[src/rtl/mem_arbiter.sv]
// mem_arbiter
// Shares one single-port, variable-latency memory between the instruction
// fetch port (IM_*) and the data port (DM_*). A granted request is
// registered onto the MEM_* bus and held there until MEM_ack. Read data goes
// back to the requester that owns the transaction, together with a
// one-cycle ready pulse. DM has priority over IM. After STARVE_LIMIT
// consecutive DM grants made while IM_en is high, IM is forced through.
//
// Handshake rules:
//   A requester raises *_en and holds it until its *_ready pulse.
//   MEM_req/MEM_addr/MEM_write/MEM_wdata stay constant from the grant until
//   the cycle MEM_ack is sampled high. The owner's ready pulse comes one
//   cycle after that. MEM_ack is ignored unless a transaction is in flight.
//
// Ports:
//   clk, rst                        clock, synchronous active-high reset
//   IM_en/IM_address -> IM_out/IM_ready            fetch port
//   DM_en/DM_write/DM_address/DM_in -> DM_out/DM_ready   data port
//   stall                           combinational pipeline hold request
//   MEM_req/MEM_write/MEM_addr/MEM_wdata, MEM_rdata/MEM_ack   memory bus
//   dbg_state_o, dbg_dm_streak_o    FSM state and DM streak, for observation
module mem_arbiter #(
  parameter int ADDR_W       = 32,
  parameter int DATA_W       = 32,
  parameter int STARVE_LIMIT = 4,
  localparam int SW          = $clog2(STARVE_LIMIT + 1)
) (
  input  logic              clk,
  input  logic              rst,
  input  logic              IM_en,
  input  logic [ADDR_W-1:0] IM_address,
  output logic [DATA_W-1:0] IM_out,
  output logic              IM_ready,
  input  logic              DM_en,
  input  logic              DM_write,
  input  logic [ADDR_W-1:0] DM_address,
  input  logic [DATA_W-1:0] DM_in,
  output logic [DATA_W-1:0] DM_out,
  output logic              DM_ready,
  output logic              stall,
  output logic              MEM_req,
  output logic              MEM_write,
  output logic [ADDR_W-1:0] MEM_addr,
  output logic [DATA_W-1:0] MEM_wdata,
  input  logic [DATA_W-1:0] MEM_rdata,
  input  logic              MEM_ack,
  output logic [1:0]        dbg_state_o,
  output logic [SW-1:0]     dbg_dm_streak_o
);

  localparam logic [1:0] IDLE    = 2'd0;
  localparam logic [1:0] IM_BUSY = 2'd1;
  localparam logic [1:0] DM_BUSY = 2'd2;

  localparam logic [SW-1:0] STREAK_MAX = SW'(STARVE_LIMIT);

  logic [1:0]        state_q, state_d;
  logic [SW-1:0]     streak_q, streak_d;
  logic              req_q, req_d;
  logic              write_q, write_d;
  logic [ADDR_W-1:0] addr_q, addr_d;
  logic [DATA_W-1:0] wdata_q, wdata_d;
  logic [DATA_W-1:0] im_out_q, im_out_d;
  logic [DATA_W-1:0] dm_out_q, dm_out_d;
  logic              im_ready_q, im_ready_d;
  logic              dm_ready_q, dm_ready_d;

  // A requester whose ready pulse is showing this cycle is not a candidate,
  // so a still-high en on the completion cycle does not re-issue.
  logic im_cand, dm_cand;
  assign im_cand = IM_en & ~im_ready_q;
  assign dm_cand = DM_en & ~dm_ready_q;

  always_comb begin
    state_d    = state_q;
    streak_d   = streak_q;
    req_d      = req_q;
    write_d    = write_q;
    addr_d     = addr_q;
    wdata_d    = wdata_q;
    im_out_d   = im_out_q;
    dm_out_d   = dm_out_q;
    im_ready_d = 1'b0;
    dm_ready_d = 1'b0;
    case (state_q)
      IDLE: begin
        if (dm_cand && (!im_cand || streak_q < STREAK_MAX)) begin
          state_d = DM_BUSY;
          req_d   = 1'b1;
          write_d = DM_write;
          addr_d  = DM_address;
          wdata_d = DM_in;
          // The streak only grows while IM is waiting; it saturates.
          if (IM_en) begin
            streak_d = (streak_q == STREAK_MAX) ? STREAK_MAX : streak_q + 1'b1;
          end else begin
            streak_d = '0;
          end
        end else if (im_cand) begin
          state_d  = IM_BUSY;
          req_d    = 1'b1;
          write_d  = 1'b0;
          addr_d   = IM_address;
          wdata_d  = '0;
          streak_d = '0;
        end
      end
      IM_BUSY: begin
        if (MEM_ack) begin
          state_d    = IDLE;
          req_d      = 1'b0;
          write_d    = 1'b0;
          im_out_d   = MEM_rdata;
          im_ready_d = 1'b1;
        end
      end
      DM_BUSY: begin
        if (MEM_ack) begin
          state_d    = IDLE;
          req_d      = 1'b0;
          write_d    = 1'b0;
          // A store returns no data; DM_out keeps the last load value.
          if (!write_q) dm_out_d = MEM_rdata;
          dm_ready_d = 1'b1;
        end
      end
      default: begin
        state_d = IDLE;
        req_d   = 1'b0;
        write_d = 1'b0;
      end
    endcase
  end

  always_ff @(posedge clk) begin
    if (rst) begin
      state_q    <= IDLE;
      streak_q   <= '0;
      req_q      <= 1'b0;
      write_q    <= 1'b0;
      addr_q     <= '0;
      wdata_q    <= '0;
      im_out_q   <= '0;
      dm_out_q   <= '0;
      im_ready_q <= 1'b0;
      dm_ready_q <= 1'b0;
    end else begin
      state_q    <= state_d;
      streak_q   <= streak_d;
      req_q      <= req_d;
      write_q    <= write_d;
      addr_q     <= addr_d;
      wdata_q    <= wdata_d;
      im_out_q   <= im_out_d;
      dm_out_q   <= dm_out_d;
      im_ready_q <= im_ready_d;
      dm_ready_q <= dm_ready_d;
    end
  end

  assign MEM_req         = req_q;
  assign MEM_write       = write_q;
  assign MEM_addr        = addr_q;
  assign MEM_wdata       = wdata_q;
  assign IM_out          = im_out_q;
  assign DM_out          = dm_out_q;
  assign IM_ready        = im_ready_q;
  assign DM_ready        = dm_ready_q;
  assign stall           = (IM_en & ~im_ready_q) | (DM_en & ~dm_ready_q);
  assign dbg_state_o     = state_q;
  assign dbg_dm_streak_o = streak_q;

endmodule

[config.mk]
export PLATFORM = sky130hd
export DESIGN_NAME = mem_arbiter
export DESIGN_NICKNAME = d
export VERILOG_FILES = /design/src/rtl/mem_arbiter.sv
export SDC_FILE = /design/constraint.sdc
export NUM_CORES = 1
export LEC_CHECK = 0
export BUFFER_PORTS_ARGS = -buffer_cell sky130_fd_sc_hd__buf_2
export CORE_UTILIZATION = 45
export DETAILED_ROUTE_END_ITERATION = 7
export PLACE_DENSITY = 0.79
export SETUP_SLACK_MARGIN = 0.2
export SLEW_MARGIN = 5
export SYNTH_ARGS = -nofsm -noshare
export SYNTH_HDL_FRONTEND = slang
export SYNTH_SLANG_ARGS = --single-unit
[constraint.sdc]
create_clock -name clk -period 2 [get_ports clk]
set_input_delay 0 -clock clk [delete_from_list [all_inputs] [get_ports clk]]
set_output_delay 0 -clock clk [all_outputs]
set_load 0.02 [all_outputs]
==> qor.yml, run 1 <==
pwr:
  p_leak_nw: 3.99
  irDropWorstVdd_v: 0.000827
  p_per_area_nw_per_um2: 915
routing:
  drc: 20
  vias_per_cell: 5.45
  ant_nets: 0
  wl_per_cell_um: 17.7
  drtPass1Iterations: 8
  num_vias: 6543
  drtIter0Drc: 648
  wl_mm: 21.3
die:
  die_h_um: 112
  dieArea_um2: 12600
  rows: 39
  die_w_um: 112
  start_util_pct: 47.0
  core-area_um2: 11600
  pin_count: 272
critical_path:
  crit_arrival_ps: 2030
  r2r_slack_ps: 290
  r2r-end: "MEM_addr[3]"
  reg2regPathDepth: 5
  endpoint_kind: "flop"
  crit_required_ps: 2320
  crit_fanout: 35
  start_kind: "flop"
  r2r_start: "IM_ready"
  path_class: "reg2reg"
clocking:
  clkLatencyLatePin_ps: 420
  cts_sinks: 137
  root_buffer: "clkbuf_16"
  post_cts.repair.setup_buffers: 0
  ctsHtreeMaxLevel: 4
  cts_made_buffers: 17
  max-clock-path-buffers: 2
  path_clk_slew_ps: 60
  cts_tree: "built"
finish:
  antennaDiodeCount: 0
  syn2layout_area_growth_pct: 62.2
  utilization_pct: 76.2
  fillers: 705
  drive_gt1_share_pct: 34.7
  fin_nets: 1184
hold_path:
  hp-start: "rst"
  whs_path_depth: 2
  min_to: "DM_ready"
  hp-class: "in2reg"
synthesis:
  yosysMostFrequentCell: "nand2_1"
  synth_common_cells: "197 x nand2_1, 137 x dfxtp_1, 120 x a21oi_1"
  ys.flop_type: "dfxtp_1"
  synthArstFlopShare_pct: 0
  synth_top_area_cell: "dfxtp_1"
  synth_area_um2: 5460
  netlist_instances: 661
  synth_seq_area_share_pct: 50.3
  syn_area_per_cell_um2: 8.25
  synth_edf_count: 0
  synth_top_area_share_pct: 50.3
  synth.ff_latch_count: 137
  synth_nets: 800
  synth_cell_types: 32
  yosys_warnings: 0
  yosys-top-cells-area: "dfxtp_1 50%, nand2_1 14%, a21oi_1 11%"
timing:
  hold_viol: 0
  rsz0062_at_grt: "false"
  setup_viol: 0
  slew_headroom_pct: 59.7
  final-max-slew-violation-count: 0
  fin_crit_sh_pct: 85.3
  finalSetupTns_ps: 0
  period_minus_slack_ps: 1710
  skew_ps: 6.81
  timing.fmax_ghz: 0.586
  worst_pin_slew_ps: 605
status:
  failed_checks: "DRC"
  outcome: "finished with violations"
global_routing:
  grt_max_degree: 56
  grt_overflow: 0
  antenna_found_initial: 0
  grt_pass1_wl_mm: 33.2
  track_usage_pct: 33.6
  first_global_vias: 6643
place:
  place_hpwl_mm: 10.7
  gp_congestion: 0.798
  portBuffers: 271
flow_run:
  max_cap_viol_count: 0
[area by class of cell]
class | count | area [um2] | area share [%]
repair buffers | 419 | 2890 | 32.6
multi-input cells | 464 | 2430 | 27.5
inverters | 6 | 22.5 | 0.254
well taps | 143 | 179 | 2.02
flip-flops and latches | 137 | 2740 | 31.0
clock buffers | 20 | 467 | 5.27
clock inverters | 11 | 120 | 1.36
[report_power, final]
part | switching (mW) | total (mW) | leakage, nW | internal (mW)
sequential | 0.127 | 3.07 | 1.12 | 2.95
clock | 1.19 | 3.11 | 0.296 | 1.92
combinational | 1.15 | 1.91 | 2.58 | 0.761
[critical path: stages, from the launching register on]
cell and delay [ps]:
dfxtp_1 450, nor2b_4 100, a21oi_4 190, buf_4 390, a21oi_1 150, a211oi_2 300
[per-layer routing]
metal | routed length, um | global-route usage [%] | vias up
met1 | 7670 | 35.2 | 3012
met5 | 0 | 0 | -
li1 | - | - | 2977
met4 | 1230 | 24.2 | 0
met2 | 10300 | 56.2 | 444
met3 | 2100 | 12.2 | 110
[through the flow]
step                instance area (um2)  power [mW]  setup slack, ps  hold WS, ps  instances
global route                       8850        8.40              223         87.1       1200
global placement                   6920        4.65              336          253       1038
finish                             8850        8.10              294         73.5       1200
CTS                                8810        7.98              241         59.3       1199
detailed placement                 6920        4.68              215          257       1038
floorplan                          5460        4.14              365          136        661
[logic make-up after synthesis]
kind of cell	count (synthesis)	share of synthesized area, %
buf+inv	60	5.82
compound gates	173	21.2
mux	1	0.183
flops	137	50.3
fa+ha+maj	5	1.15
simple gates	285	21.4
[worst max-delay path by stage]
stage | from | to | cells after the start
after detailed placement | dbg_state_o[0] | MEM_addr[8] | 7
after global placement | dbg_state_o[0] | MEM_wdata[9] | 7
after global routing | IM_ready | MEM_addr[3] | 5
after CTS | dbg_state_o[0] | MEM_addr[3] | 7
after floorplan | dbg_state_o[0] | MEM_addr[10] | 9
final | IM_ready | MEM_addr[3] | 5
[timing repair]
| action | 4_1_cts | 5_1_grt |
|---|---|---|
| endpoints found under the setup margin | 3 | 38 |
| hold endpoints to repair | 132 | 0 |
| hold buffers | 130 | 0 |
| gates cloned | 0 | 1 |
| gates resized for setup | 1 | 2 |
[flip-flops by register name (all words and copies together), names as in the netlist]
name,count
DM_out,32
DM_ready,1
IM_out,32
IM_ready,1
MEM_addr,32
MEM_req,1
MEM_wdata,32
MEM_write,1
dbg_dm_streak_o,3
dbg_state_o,2
[layout by cell type, fill, tap and decap left out, types with 2 or more instances in the layout]
master / n
a31oi_1: 3
a21oi_1: 120
clkbuf_16: 18
ha_1: 4
nand2_1: 197
dfxtp_1: 137
clkinv_2: 5
nand4_1: 2
nand3_1: 37
a211oi_1: 5
inv_1: 6
dlygate4sd3_1: 130
buf_4: 12
clkinv_4: 3
nand2b_1: 4
a21oi_4: 2
a21oi_2: 10
a211oi_2: 28
nor2b_1: 2
buf_2: 270
buf_12: 6
bufinv_16: 2
nor2_1: 37
clkbuf_8: 3
Note: power is estimated with default switching activity, not from simulation.
==> run 2, diff against run 1 <==
--- a/config.mk
+++ b/config.mk
@@ -5,12 +5,14 @@
 export SDC_FILE = /design/constraint.sdc
 export NUM_CORES = 1
 export LEC_CHECK = 0
+export ABC_AREA = 1
 export BUFFER_PORTS_ARGS = -buffer_cell sky130_fd_sc_hd__buf_2
 export CORE_UTILIZATION = 45
 export DETAILED_ROUTE_END_ITERATION = 7
 export PLACE_DENSITY = 0.79
 export SETUP_SLACK_MARGIN = 0.2
-export SLEW_MARGIN = 5
+export SLEW_MARGIN = 20
 export SYNTH_ARGS = -nofsm -noshare
 export SYNTH_HDL_FRONTEND = slang
 export SYNTH_SLANG_ARGS = --single-unit
+export TNS_END_PERCENT = 10
==> qor.yml, run 2 <==
timing:
  period_minus_slack_ps: 1670  # was 1710 ps
  final-max-slew-violation-count: 0  # unchanged
  finalSetupTns_ps: 0  # unchanged
  slew_headroom_pct: 63.0  # was 59.7%
  hold_viol: 0  # unchanged
  setup_ws_ps: 330  # was 294 ps
  fin_crit_sh_pct: 83.5  # was 85.3%
  rsz0062_at_grt: "true"  # was false
  skew_ps: 6.19  # was 6.81 ps
  setup_viol: 0  # unchanged
  worst_pin_slew_ps: 554  # was 605 ps
  timing.fmax_ghz: 0.599  # was 0.586 GHz
global_routing:
  top_usage_layer: "met2"  # unchanged
  track_usage_pct: 32.2  # was 33.6%
  met2_usage_pct: 55.8  # was 56.2%
  grt_overflow: 0  # unchanged
  antenna_found_initial: 1  # was 0
  grt_util_met1_pct: 32.7  # was 35.2%
  grt_max_degree: 67  # was 56
  first_global_vias: 6613  # was 6643
  grtUsageMet3_pct: 9.69  # was 12.2%
  grt_pass1_wl_mm: 31.5  # was 33.2 mm
synthesis:
  synth_area_um2: 5400  # was 5460 um2
  syn_area_per_cell_um2: 7.14  # was 8.25 um2
  yosys_warnings: 0  # unchanged
  synth.ff_latch_count: 137  # unchanged
  synth_common_cells: "305 x nand2_1, 137 x dfxtp_1, 103 x a21oi_1"  # was 197 x nand2_1, 137 x dfxtp_1, 120 x a21oi_1
  ys.flop_type: "dfxtp_1"  # unchanged
  synth_nets: 895  # was 800
  yosys-top-cells-area: "dfxtp_1 51%, nand2_1 21%, a21oi_1 9.5%"  # was dfxtp_1 50%, nand2_1 14%, a21oi_1 11%
  netlist_instances: 756  # was 661
  synth_top_area_share_pct: 50.8  # was 50.3%
  synth_cell_types: 20  # was 32
  synth_top_area_cell: "dfxtp_1"  # unchanged
  yosysMostFrequentCell: "nand2_1"  # unchanged
  synthArstFlopShare_pct: 0  # unchanged
  synth_seq_area_share_pct: 50.8  # was 50.3%
  synth_edf_count: 0  # unchanged
routing:
  drtIter0Drc: 642  # was 648
  wl_per_cell_um: 15.4  # was 17.7 um
  num_vias: 6558  # was 6543
  drtPass1Iterations: 7  # was 8
  wl_mm: 20.0  # was 21.3 mm
  vias_per_cell: 5.05  # was 5.45
  ant_nets: 0  # unchanged
  drc: 17  # was 20
die:
  start_util_pct: 46.7  # was 47.0%
  rows: 39  # unchanged
  dieArea_um2: 12400  # was 12600 um2
  pin_count: 272  # unchanged
  die_w_um: 112  # about the same
  core-area_um2: 11600  # about the same
  die_h_um: 112  # about the same
clocking:
  cts_tree: "built"  # unchanged
  ctsHtreeMaxLevel: 4  # unchanged
  max-clock-path-buffers: 2  # unchanged
  cts_sinks: 137  # unchanged
  cts_resized: 0  # was 1
  cts_made_buffers: 17  # unchanged
  post_cts.repair.setup_buffers: 0  # unchanged
  clkLatencyLatePin_ps: 420  # about the same
  path_clk_slew_ps: 60  # about the same
  root_buffer: "clkbuf_16"  # unchanged
pwr:
  power_mw: 7.90  # was 8.10 mW
  p_leak_nw: 4.36  # was 3.99 nW
  p_per_area_nw_per_um2: 909  # was 915 nW/um2
  irDropWorstVdd_v: 0.000545  # was 0.000827 V
critical_path:
  crit_arrival_ps: 2000  # was 2030 ps
  crit_required_ps: 2330  # was 2320 ps
  path_class: "reg2reg"  # unchanged
  crit_fanout: 37  # was 35
  endpoint_kind: "flop"  # unchanged
  start_kind: "flop"  # unchanged
finish:
  final_common_cell: "nand2_1"  # was buf_2
  drive_gt1_share_pct: 27.5  # was 34.7%
  fin_nets: 1280  # was 1184
  syn2layout_area_growth_pct: 61.0  # was 62.2%
  final_cell_mix: "305 x nand2_1, 270 x buf_2, 137 x dfxtp_1"  # was 270 x buf_2, 197 x nand2_1, 137 x dfxtp_1
place:
  place_hpwl_mm: 10.5  # was 10.7 mm
  preCtsSetupSlack_ps: 402  # was 215 ps
  gp_congestion: 0.847  # was 0.798
  portBuffers: 271  # unchanged
status:
  outcome: "finished with violations"  # unchanged
  failed_checks: "DRC"  # unchanged
flow_run:
  max_cap_viol_count: 0  # unchanged
hold_path:
  hp-class: "in2reg"  # unchanged
[run 2: worst max-delay path, cell delays in order, from the launching register on]
cell	delay (ps)
dfxtp_1	340
inv_1	90
ha_1	240
inv_1	130
nor2_8	400
nand2_1	160
a21oi_1	210
[run 2: power by group]
group / switching (mW) / internal (mW) / leakage [nW]
registers: 0.116 / 2.95 / 1.12
clock network: 1.18 / 1.95 / 0.284
logic: 1.05 / 0.652 / 2.96
total: 2.35 / 5.55 / 4.36
[run 2: logic make-up (layout without fill, tap and decap cells)]
kind of cell / Yosys count / count (layout) / share of synthesized area [%]
buf+inv: 92 / 490 / 7.76
compound gates: 105 / 105 / 9.78
fa+ha+maj: 5 / 5 / 1.16
flops: 137 / 137 / 50.8
simple gates: 417 / 417 / 30.5
other cells: 0 / 1 / 0
[run 2: per-stage QoR]
| step | hold slack (ps) | util, % | cells | cell area (um2) |
|---|---|---|---|---|
| 6_report | 66.1 | 75.2 | 1298 | 8690 |
| 3_3_place_gp | 250 | 58.7 | 1134 | 6790 |
| 5_1_grt | 82.3 | 75.2 | 1298 | 8690 |
| 4_1_cts | 60.6 | 75.1 | 1297 | 8690 |
| 2_1_floorplan | 143 | - | 756 | 5400 |
| 3_5_place_dp | 255 | 58.7 | 1134 | 6790 |
[run 2: metal layers]
| layer | vias up | wire, um | part of all wire (%) |
|---|---|---|---|
| li1 | 3122 | - | - |
| met1 | 2906 | 7160 | 36 |
| met2 | 426 | 9790 | 49 |
| met3 | 104 | 1850 | 9.2 |
| met4 | 0 | 1210 | 6.0 |
| met5 | - | 0 | 0 |
[run 2: cell type report]
type / count / area (um2)
repair buffers: 412 / 2770
well taps: 143 / 179
clock buffers: 20 / 437
flip-flops and latches: 137 / 2740
diodes: 1 / 2.50
clock inverters: 12 / 151
fillers: 796 / 2870
multi-input cells: 527 / 2240
inverters: 46 / 173
[run 2: timing repair]
| action | in CTS | in global routing |
|---|---|---|
| setup endpoints to repair | 0 | 2 |
| hold buffers | 131 | 0 |
| hold endpoints to repair | 131 | 0 |
[run 2: worst paths after layout]
| path | from | end | slack [ps] | cells after the start |
|---|---|---|---|---|
| max | dbg_state_o[0] | MEM_wdata[0] | 330 | 6 |
| min | rst | IM_out[9] | 70 | 2 |
| max reg2reg | dbg_state_o[0] | MEM_wdata[0] | 330 | 6 |
| min reg2reg | MEM_wdata[10] | MEM_wdata[10] | 460 | 2 |
==> run 3, diff against run 2 <==
--- a/config.mk
+++ b/config.mk
@@ -5,11 +5,11 @@
 export SDC_FILE = /design/constraint.sdc
 export NUM_CORES = 1
 export LEC_CHECK = 0
-export ABC_AREA = 1
+export ABC_AREA = 0
 export BUFFER_PORTS_ARGS = -buffer_cell sky130_fd_sc_hd__buf_2
-export CORE_UTILIZATION = 45
+export CORE_UTILIZATION = 41
 export DETAILED_ROUTE_END_ITERATION = 7
-export PLACE_DENSITY = 0.79
+export PLACE_DENSITY = 0.76
 export SETUP_SLACK_MARGIN = 0.2
 export SLEW_MARGIN = 20
 export SYNTH_ARGS = -nofsm -noshare
==> constraint.sdc (replaced) <==
create_clock -name clk -period 1.5 [get_ports clk]
set_input_delay 0 -clock clk [delete_from_list [all_inputs] [get_ports clk]]
set_output_delay 0 -clock clk [all_outputs]
set_load 0.02 [all_outputs]
==> qor.yml, run 3 (same netlist as run 1, synthesis figures left out) <==
pwr:
  p_per_area_nw_per_um2: 1220  # was 909 nW/um2
  p_comb_share_pct: 26.9  # was 21.5%
  intPower_mw: 8.54  # was 5.55 mW
  clkPwrFrac_pct: 39.1  # was 39.7%
  p_sw_share_pct: 29.7  # about the same
  p_leak_nw: 4.35  # was 4.36 nW
  power.switching_mw: 3.61  # was 2.35 mW
  irDropWorstVdd_v: 0.00115  # was 0.000545 V
  power_mw: 12.2  # was 7.90 mW
  pwr-share-seq_pct: 34.0  # was 38.7%
critical_path:
  startpoint: "dbg_state_o[1]"  # was dbg_state_o[0]
  crit_top_cell: "inv_4"  # was inv_1
  slowest_stage: "dfxtp_4"  # was nor2_8
  cp_top_family: "buffers and inverters"  # was simple AND/OR/NAND/NOR gates
  crit_fanout: 5  # was 37
  endpoint_kind: "flop"  # unchanged
  reg2regPathDepth: 8  # was 6
  path_buf_inv: 4  # was 2
  critPathMaxStageDelay_ps: 360  # was 400 ps
  path_cells: "inv_4, ha_4, inv_4, a21oi_4, buf_6, clkbuf_16, nand3_1, a21oi_1"  # was inv_1, ha_1, inv_1, nor2_8, nand2_1, a21oi_1
  r2r-end: "MEM_wdata[13]"  # was MEM_wdata[0]
  r2r_slack_ps: 7  # was 330 ps
  r2r_start: "dbg_state_o[1]"  # was dbg_state_o[0]
  path_class: "reg2reg"  # unchanged
  crit_required_ps: 1830  # was 2330 ps
  crit_arrival_ps: 1830  # was 2000 ps
  start_kind: "flop"  # unchanged
routing:
  wl_mm: 22.4  # was 20.0 mm
  wl_met1_mm: 8.62  # was 7.16 mm
  dr_wl_met2_mm: 11.2  # was 9.79 mm
  drc: 0  # was 17
  dr.max_layer_used: "met4"  # unchanged
  drtIter0Drc: 509  # was 642
  wl_met3_mm: 1.43  # was 1.85 mm
  vias_per_cell: 5.19  # was 5.05
  ant_nets: 0  # unchanged
  drtPass1Iterations: 5  # was 7
  num_vias: 6514  # was 6558
  wl_per_cell_um: 17.8  # was 15.4 um
die:
  dieArea_um2: 13800  # was 12400 um2
  start_util_pct: 42.7  # was 46.7%
  die_w_um: 117  # was 112 um
  die_h_um: 117  # was 112 um
  rows: 41  # was 39
  pin_count: 272  # unchanged
  core-area_um2: 12800  # was 11600 um2
timing:
  rsz0062_at_grt: "true"  # unchanged
  hold_viol: 0  # unchanged
  final-max-slew-violation-count: 0  # unchanged
  skew_ps: 8.00  # was 6.19 ps
  timing.fmax_ghz: 0.670  # was 0.599 GHz
  worst_pin_slew_ps: 486  # was 554 ps
  slew_headroom_pct: 67.6  # was 63.0%
  fin_crit_sh_pct: 99.6  # was 83.5%
  period_minus_slack_ps: 1490  # was 1670 ps
  setup_viol: 0  # unchanged
clocking:
  ctsHtreeMaxLevel: 4  # unchanged
  max-clock-path-buffers: 2  # unchanged
  path_clk_slew_ps: 60  # about the same
  cts_tree: "built"  # unchanged
  cts_sinks: 137  # unchanged
  root_buffer: "clkbuf_16"  # unchanged
  clkLatencyLatePin_ps: 420  # about the same
  cts_made_buffers: 17  # unchanged
finish:
  seqCellArea_um2: 2760  # was 2740 um2
  final_cell_area_um2: 9980  # was 8690 um2
  utilization_pct: 78.1  # was 75.2%
  syn2layout_area_growth_pct: 82.9  # was 61.0%
  fin_nets: 1207  # was 1280
  final_common_cell: "buf_2"  # was nand2_1
  fillers: 778  # was 796
  multi_input_area_um2: 2880  # was 2240 um2
  drive_gt1_share_pct: 45.4  # was 27.5%
  final_cell_mix: "269 x buf_2, 175 x nand2_1, 133 x dfxtp_1"  # was 305 x nand2_1, 270 x buf_2, 137 x dfxtp_1
global_routing:
  grt_max_degree: 61  # was 67
  grt_overflow: 0  # unchanged
  track_usage_pct: 29.8  # was 32.2%
  antenna_found_initial: 2  # was 1
  first_global_vias: 6403  # was 6613
  grt_pass1_wl_mm: 32.4  # was 31.5 mm
place:
  portBuffers: 271  # unchanged
  place_hpwl_mm: 11.0  # was 10.5 mm
  post_dp_cell_area_um2: 7110  # was 6790 um2
  gp_congestion: 0.830  # was 0.847
hold_path:
  whs_path_depth: 3  # was 2
  hp-class: "in2reg"  # unchanged
  hp-start: "rst"  # unchanged
  min_to: "MEM_addr[28]"  # was IM_out[9]
flow_run:
  max_cap_viol_count: 0  # unchanged
status:
  outcome: "finished, final reports clean"  # was finished with violations
## run 3: per-stage QoR
stage	TNS [ps]	std cells	worst slack, ps	hold slack (ps)
after global placement	0	1067	89.7	250
after CTS	0	1246	95.9	43.1
final	0	1254	6.55	54.2
after global routing	-278	1254	-43.6	54.1
after floorplan	0	661	142	136
after detailed placement	0	1067	15.6	258
## run 3: area by class of cell
| class | count | area share (%) |
|---|---|---|
| Timing Repair Buffer | 442 | 34.3 |
| Tap cell | 172 | 2.16 |
| Clock inverter | 11 | 1.91 |
| Sequential cell | 137 | 27.6 |
| Antenna cell | 2 | 0.0502 |
| Clock buffer | 20 | 4.79 |
| Inverter | 6 | 0.301 |
| Multi-Input combinational cell | 464 | 28.8 |
## run 3: worst register-to-register path: stages, from the launching register on
cell,delay (ps)
dfxtp_4,360
inv_4,60
ha_4,160
inv_4,50
a21oi_4,160
buf_6,170
clkbuf_16,160
nand3_1,100
a21oi_1,200
## run 3: what timing repair did
| action | in CTS | in global routing |
|---|---|---|
| gates cloned | 7 | 6 |
| setup endpoints to repair | 100 | 134 |
| resized for setup | 31 | 84 |
| endpoints found under the hold margin | 132 | 0 |
| setup buffers | 11 | 0 |
| pin swaps | 28 | 71 |
| hold buffers | 130 | 0 |
## run 3: worst max-delay path by stage
stage,endpoint,slack (ps),depth (start not counted)
final,MEM_wdata[13],7,8
after global routing,DM_out[30],-40,8
after CTS,MEM_addr[29],100,9
after detailed placement,MEM_addr[29],20,7
after global placement,MEM_addr[29],90,7
after floorplan,MEM_addr[10],140,9
## run 3: layer usage
metal / track usage, % / vias to the layer above
li1: - / 3026
met1: 31.9 / 3058
met2: 52.3 / 336
met3: 8.27 / 94
met4: 17.5 / 0
met5: 0 / -
## run 3: power by group through the flow
stage	combinational [mW]	clock (mW)	sequential (mW)
after floorplan	1.13	0	4.51
after global placement	2.17	0	4.16
after detailed placement	2.19	0	4.17
after CTS	2.86	4.76	4.10
after global routing	3.45	4.97	4.15
final	3.27	4.76	4.13
